[config.mk]
export PLATFORM = sky130hd
export DESIGN_NAME = column_overlap_check
export DESIGN_NICKNAME = d
export VERILOG_FILES = /design/src/rtl/column_overlap_check.sv
export SDC_FILE = /design/constraint.sdc
export NUM_CORES = 1
export LEC_CHECK = 0
export ABC_AREA = 1
export CAP_MARGIN = 15
export CORE_ASPECT_RATIO = 0.9
export CORE_UTILIZATION = 54
export DETAILED_ROUTE_END_ITERATION = 7
export PLACE_DENSITY = 0.91
export RECOVER_POWER = 25
export SLEW_MARGIN = 5
export SYNTH_ARGS = -nofsm -noshare
export SYNTH_HDL_FRONTEND = slang
export SYNTH_SLANG_ARGS = --single-unit
export TNS_END_PERCENT = 30
[constraint.sdc]
create_clock -name vclk -period 4.21
set_input_delay 0.842 -clock vclk [all_inputs]
set_output_delay 0.842 -clock vclk [all_outputs]
set_load 0.02 [all_outputs]
[src/rtl/column_overlap_check.sv]
// Checks one piece-grid column at board column bx against the fixed board
// column, flagging overlap, wall out-of-bounds and floor out-of-bounds.
module column_overlap_check #(
  parameter int BOARD_WIDTH  = 10,
  parameter int BOARD_HEIGHT = 20,
  parameter int GRID_SIZE    = 4,
  parameter int XW           = $clog2(BOARD_WIDTH) + 2,
  parameter int YW           = $clog2(BOARD_HEIGHT) + 2
) (
  input  logic [GRID_SIZE-1:0]    col_bits,
  input  logic signed [XW:0]      bx,
  input  logic signed [YW-1:0]    cy,
  input  logic [BOARD_HEIGHT-1:0] board_col,
  output logic                    collide,
  output logic                    wall_oob,
  output logic                    floor_oob
);

  localparam int HI = $clog2(BOARD_HEIGHT);
  localparam logic signed [XW:0] W_S = (XW+1)'(BOARD_WIDTH);
  localparam logic signed [YW:0] H_S = (YW+1)'(BOARD_HEIGHT);

  logic               col_wall;
  logic signed [YW:0] by;

  assign col_wall = bx[XW] || (bx >= W_S);

  always_comb begin
    collide   = 1'b0;
    wall_oob  = 1'b0;
    floor_oob = 1'b0;
    by        = '0;
    for (int py = 0; py < GRID_SIZE; py++) begin
      by = (YW+1)'(cy) + $signed((YW+1)'(py));
      if (col_bits[py]) begin
        if (col_wall) wall_oob = 1'b1;
        // Rows above the board (by < 0) are legal and never looked up.
        if (!by[YW] && by >= H_S) begin
          floor_oob = 1'b1;
        end else if (!by[YW] && !col_wall && board_col[by[HI-1:0]]) begin
          collide = 1'b1;
        end
      end
    end
  end

endmodule

After elaboration in Yosys (flattened, before gate mapping)
Index checks and enable logic that the tools add are counted.
W data, S select, Z words.
{"block": "op_classes", "add_sub_neg": 3, "magnitude_cmp": 9, "mux": 36, "n_reduce_logical": 18}
{"operator": "$mux W1", "n": 32}
{"operator": "$ge A8 B6 Y1 const B", "n": 3}
{"operator": "$lt A5 B6 Y1 const B", "n": 4}
{"operator": "$bmux W1 S5", "n": 4}
{"operator": "$add A7 B3 Y8 const B", "n": 2}
{"operator": "$logic_and A1 B1 Y1", "n": 12}
{"operator": "$add A7 B2 Y8 const B", "n": 1}
{"operator": "$ge A7 B5 Y1 const B", "n": 1}
{"operator": "$ge A7 B6 Y1 const B", "n": 1}
{"operator": "$logic_not A1 Y1", "n": 5}
{"operator": "$logic_or A1 B1 Y1", "n": 1}
{"block": "totals", "ff_bits": 0, "word_cells": 66}

Longest topological paths before layout
Gate-level depths: netlist of run 1.
{"block": "logic_depth", "depth_word": 17, "ltp_mapped": 15}

Least setup slack after synthesis of run 1
No wires, ideal clock.
{"block": "synth_timing", "path_kind": "input-to-output", "startpoint": "in cy[0]", "endpoint": "out collide", "arrival_ns": 2.292, "required_ns": 3.368, "path_slack_ns": 1.076, "path_stages": 14, "path_cell_list": "buf_4 > inv_2 > buf_4 > ha_1 > clkinv_1 > nand3_1 > nand2_1 > a21oi_1 > nand2_1 > nand3_1 > nand2_1 > nand2_1 > inv_1 > nand2_1"}
{"block": "synth_via", "elab_chain_cells": 15, "elab_cells_between_ends": 41, "cone_classes": "add/sub: 3; order compare: 4; mux: 20; reduce/logical: 14"}
{"element": "from (decl)", "line_no": "12", "rtl": "input logic signed [YW-1:0] cy,"}
{"element": "parallel branches: the longest is 14 deep, another holds $add A7 B2 Y8"}
{"element": "$mux W1 (*)", "line_no": "35", "rtl": "if (col_bits[py]) begin"}
{"element": "to (decl)", "line_no": "14", "rtl": "output logic collide,"}
Mark *: on every way between the ends. The select of a mux whose other input is x is not followed.

Worst setup path after layout of run 1
{"block": "layout_timing", "startpoint": "in cy[0]", "endpoint": "out floor_oob"}
{"block": "layout_via", "elab_chain_cells": 10, "elab_cells_between_ends": 22, "cone_classes": "add/sub: 3; order compare: 4; mux: 8; reduce/logical: 7"}
{"element": "parallel branches: the longest is 9 deep, another holds $add A7 B2 Y8"}
{"element": "$mux W1 (*)", "line_no": "35"}
{"element": "to (decl)", "line_no": "16", "rtl": "output logic floor_oob"}
Mark *: on every way between the ends.

==> results of run 1 <==
metal layers:
metal | global-route usage (%) | vias up | share of wire (%)
li1 | - | 1022 | -
met1 | 45.37 | 807 | 47
met2 | 49.19 | 71 | 44
met3 | 3.427 | 2 | 9.0
met4 | 2.564 | 0 | 0.57
met5 | 0 | - | 0
area by class of cell:
cell class         count  area, um2
well taps             27      33.78
repair buffers        51      484.2
inverters             37      138.9
fillers              190      467.9
multi-input cells    250       1117
critical path, stage by stage:
cell,delay (ns)
clkdlybuf4s50_1,0.54
inv_2,0.08
ha_1,0.25
inv_1,0.12
nand3_1,0.10
nand2_1,0.08
nand2_1,0.08
a21oi_1,0.14
nor2_1,0.07
or2_1,0.20
nand4_1,0.07
clkdlybuf4s50_1,0.60
power groups by stage:
stage / combinational (uW) / sequential (uW) / clock, uW
6_report: 187 / 0 / 0
5_1_grt: 212 / 0 / 0
4_1_cts: 185 / 0 / 0
3_5_place_dp: 185 / 0 / 0
3_3_place_gp: 182 / 0 / 0
2_1_floorplan: 113 / 0 / 0
final timing paths:
path,from,to,cells after the start
hold / removal,col_bits[3],collide,8
setup / recovery,cy[0],floor_oob,12
stage by stage:
stage               hold WS [ns]  instance area, um2  utilization, %
detailed placement         2.841                1770           78.96
finish                     2.673                1774           79.13
floorplan                  1.918                1326               -
global route               2.712                1774           79.13
CTS                        2.838                1769           78.91
global placement           2.830                1770           78.96
timing repair:
item                       in CTS  in global routing
setup endpoints to repair       1                  1
gates resized for setup         1                  2
buffers inserted                0                  0
hold buffers                    0                  0
pin swaps                       0                  0
hold endpoints to repair        0                  0
synth_stat cells:
library cell,number
o21ai_0,4
xnor2_1,1
nand3_1,66
nand2_1,138
buf_2,4
nor4_1,1
a21oi_1,7
nor2_2,2
clkinv_1,2
inv_2,1
clkbuf_1,2
inv_1,34
ha_1,6
nand4_1,3
nor2_1,20
or2_1,1
xor2_1,1
buf_4,6
logic make-up (layout without fill, tap and decap cells):
logic type	after synthesis	count (layout)
XOR/XNOR	2	2
AO/OA/AOI/OAI	11	11
buffers and inverters	49	88
AND/OR/NAND/NOR	231	231
adder cells (fa/ha/maj)	6	6
==> summary.txt, run 1 <==
largest net degree at the start of global routing: 21
post-synthesis adder-cell area fraction: 5.660%
post-synthesis cell count: 299
HP Class: in -> out
MaxCap Viol Count: 0
Synth Area in Simple Gates: 72.92%
synth top area cells: nand2_1 39%, nand3_1 25%, inv_1 9.6%, ha_1 5.7%, nor2_1 5.7%
PortBufs: 40
Initial Util: 59.15%
P_sw: 103.5 uW
Synth Area per Inst: 4.436 um2
Logic pwr share: 100.0%
startpoint types: input port
Final min period: 3.999 ns
Ant. Diodes: 0
placed cell count: 365
Die Ht: 49.02 um
XOR/XNOR Fraction of Synth Area: 1.321%
Crit Path Class: in -> out
area leader, netlist: nand2_1
Compound-Gate Fraction of Synth Area: 4.151%
DRC: 0
number of global-route vias before repair: 1613
Final HPWL DP: 3234 um
CP Data Required Time: 3.37 ns
most frequent cells in the layout: 138 x nand2_1, 66 x nand3_1, 37 x clkdlybuf4s50_1, 34 x inv_1, 20 x nor2_1
outcome: completed
die width: 54.24 um
non-filler cells, final: 365
Yosys top cell area share: 39.06%
TNS Setup: 0 ns
mean routed wirelength per cell: 10.51 um
commonest non-fill, non-tap cell in the layout: nand2_1
clkbuf count: 0
initial antenna violation count: 0
Final setup viols: 0
Worst setup EP type: primary output
Max IR drop VDD: 0.09001 mV
DRT Pass-1 Iters: 4
clock share of power: 0%
Internal: 83.04 uW
Die Footprint: 2659 um2
share of post-route cells with drive strength above 1: 4.438%
Unique masters post-synth: 18
CP arrival: 3.16 ns
core area: 2242 um2
Slew Limit Headroom: 77.36%
actual slew at the worst max-slew pin: 0.3372 ns
Final Worst Setup Slack: 0.2114 ns
Vias/cell: 5.211
Total Routed Length: 3835 um
grt ovf: 0
unrepaired setup endpoints after global routing: no
Final Slew Violations: 0
register area share after synthesis: 0%
DP Worst Slack: -0.01794 ns
sequential cell area: 0 um2
row cnt: 16
Final Hold Viols: 0
Net Sw Frac: 55.48%
synth warn: 0
Seq pwr share: 0%
num sequential: 0
area added between synthesis and finish: 33.77%
final antenna-violating net count: 0
num ports: 41
Mapped Area: 1326 um2
first-pass GRT wire length: 6444 um
largest fanout on the critical path: 4
synthesized net count: 343
layout net count: 384
GRT Overall Usage: 30.94%
mux cell area share after synthesis: 0%
largest family of logic cells by synthesized area: simple AND/OR/NAND/NOR gates
DRT iter0 DRCs: 72
Placer Congestion: 0.9612
Leakage: 0.0009997 uW
Total Power: 186.5 uW
vias: 1902
Pwr Density: 105.1 nW/um2
max frequency: 0.2501 GHz
final period utilization: 94.98%
Note: power is estimated with default switching activity, not from simulation.
==> inputs of run 2 (changes only) <==
- CAP_MARGIN: 15 -> 0
==> results of run 2 <==
Same layout as run 1: the final DEF is identical, and so are final timing and power.
==> inputs of run 3 (changes only) <==
- PLACE_DENSITY: 0.91 -> unset
- PLACE_DENSITY_LB_ADDON: unset -> 0.1
==> run 3 against run 2 <==
Die area stayed put. Critical path depth increased by 3. Largest power group unchanged. Non-clock buffer count decreased by 2. Sequential share of layout area did not move. Clock-buffer cell count did not move. Maximum frequency up 5.5%. First-iteration DRC count increased by 65%. Via count is 1.5% higher.
==> summary.txt, run 3 (same netlist as run 1, synthesis figures left out) <==
outcome: completed
HP Class: in -> out
vias: 1930 (+1.5%)
Worst path max stage delay: 0.53 ns (-0.07 ns)
Die Ht: 49.02 um (unchanged)
DRT iter0 DRCs: 119 (+65%)
post-route cell area: 1778 um2 (+0.21%)
TNS Setup: 0 ns (unchanged)
sequential cell area: 0 um2 (unchanged)
Hold WS: 2.512 ns (-0.1608 ns)
area added between synthesis and finish: 34.06%
Slew Limit Headroom: 75.59% (-1.8 points)
mean routed wirelength per cell: 10.88 um (+3.5%)
Final setup viols: 0 (unchanged)
core area: 2242 um2 (unchanged)
first-pass GRT wire length: 6272 um (-2.7%)
PortBufs: 40 (unchanged)
share of post-route cells with drive strength above 1: 4.464% (+0.026 points)
final antenna-violating net count: 0 (unchanged)
GRT Overall Usage: 30.02% (-0.92 points)
CP bufs+invs: 5 (+1)
DRT Pass-1 Iters: 4 (unchanged)
Pwr Density: 104.4 nW/um2 (-0.67%)
startpoint types: input port
final period utilization: 90.06% (-4.9 points)
max frequency: 0.2638 GHz (+5.5%)
Worst setup EP type: primary output
CP arrival: 2.95 ns (-0.21 ns)
clkbuf count: 0 (unchanged)
Total Routed Length: 3949 um (+3.0%)
Final Hold Viols: 0 (unchanged)
number of global-route vias before repair: 1540 (-4.5%)
Final min period: 3.791 ns (-0.2072 ns)
layout net count: 382 (-0.52%)
Placer Congestion: 0.9393 (-2.3%)
largest net degree at the start of global routing: 24 (+14%)
Die Footprint: 2659 um2 (unchanged)
critical path cell sequence: clkdlybuf4s50_1 > inv_1 > ha_1 > buf_4 > nand3_1 > nand2_1 > nor2_1 > nor2_1 > nand2_1 > nor2_1 > nand2_1 > nand2_1 > inv_1 > nand2_1 > dlymetal6s2s_1
Initial Util: 59.15% (unchanged)
die width: 54.24 um (unchanged)
Post-DP Area: 1755 um2 (-0.85%)
final core utilization: 79.30% (+0.17 points)
Crit Path Class: in -> out
actual slew at the worst max-slew pin: 0.3661 ns (+0.02886 ns)
largest fanout on the critical path: 10 (+6)
DRC: 0 (unchanged)
Leakage: 0.001010 uW (+0.99%)
CP Data Required Time: 3.37 ns (about the same)
Final HPWL DP: 3238 um (+0.12%)
initial antenna violation count: 0 (unchanged)
area occupied by multi-input gates: 1125 um2 (+0.67%)
CP max-delay cell: clkdlybuf4s50_1
MaxCap Viol Count: 0 (unchanged)
CP most frequent cell: nand2_1
most frequent cells in the layout: 138 x nand2_1, 66 x nand3_1, 36 x clkdlybuf4s50_1, 34 x inv_1, 20 x nor2_1
Ant. Diodes: 0 (unchanged)
Max IR drop VDD: 0.09221 mV (+2.4%)
row cnt: 16 (unchanged)
unrepaired setup endpoints after global routing: no
commonest non-fill, non-tap cell in the layout: nand2_1
Fill cells: 182 (-4.2%)
Vias/cell: 5.317 (+2.0%)
Final Slew Violations: 0 (unchanged)
num sequential: 0 (unchanged)
num ports: 41 (unchanged)
Crit path max-delay family: buffers and inverters
grt ovf: 0 (unchanged)
run 3: where the power goes:
group	leakage, uW	internal [uW]	switching, uW
registers	0	0	0
logic	0.00101	82.1	104
clock network	0	0	0
total	0.00101	82.1	104
run 3: stage by stage:
| step | worst slack (ns) | cells | power, uW |
|---|---|---|---|
| floorplan | 1.076 | 299 | 113.3 |
| CTS | 0.05664 | 363 | 183.1 |
| finish | 0.4186 | 363 | 185.7 |
| global placement | 0.02403 | 363 | 179.6 |
| detailed placement | 0.0007090 | 363 | 182.1 |
| global route | 0.2597 | 363 | 207.1 |
run 3: path summary, 6_finish.rpt:
kind                    start         to  cells after the start
setup / recovery        cy[1]    collide                     15
hold / removal    col_bits[0]  floor_oob                      4
run 3: final cells by class:
cell class / instances / area share, %
multi-input combinational: 250 / 63.27
timing repair buffer: 49 / 26.95
inverter: 37 / 7.882
tap: 27 / 1.900
run 3: metal layers:
metal  GRT usage, %  vias to the layer above  routed length [um]
li1               -                     1017                   -
met4          1.709                        0                   0
met1          45.19                      828                1835
met3          4.050                        0                 349
met2          46.34                       85                1765
met5              0                        -                   0
run 3: repair_timing:
| item | CTS | global route |
|---|---|---|
| gates resized for setup | 1 | 6 |
| gates cloned | 0 | 0 |
| setup buffers | 0 | 0 |
| setup endpoints to repair | 1 | 2 |
| hold buffers | 0 | 0 |
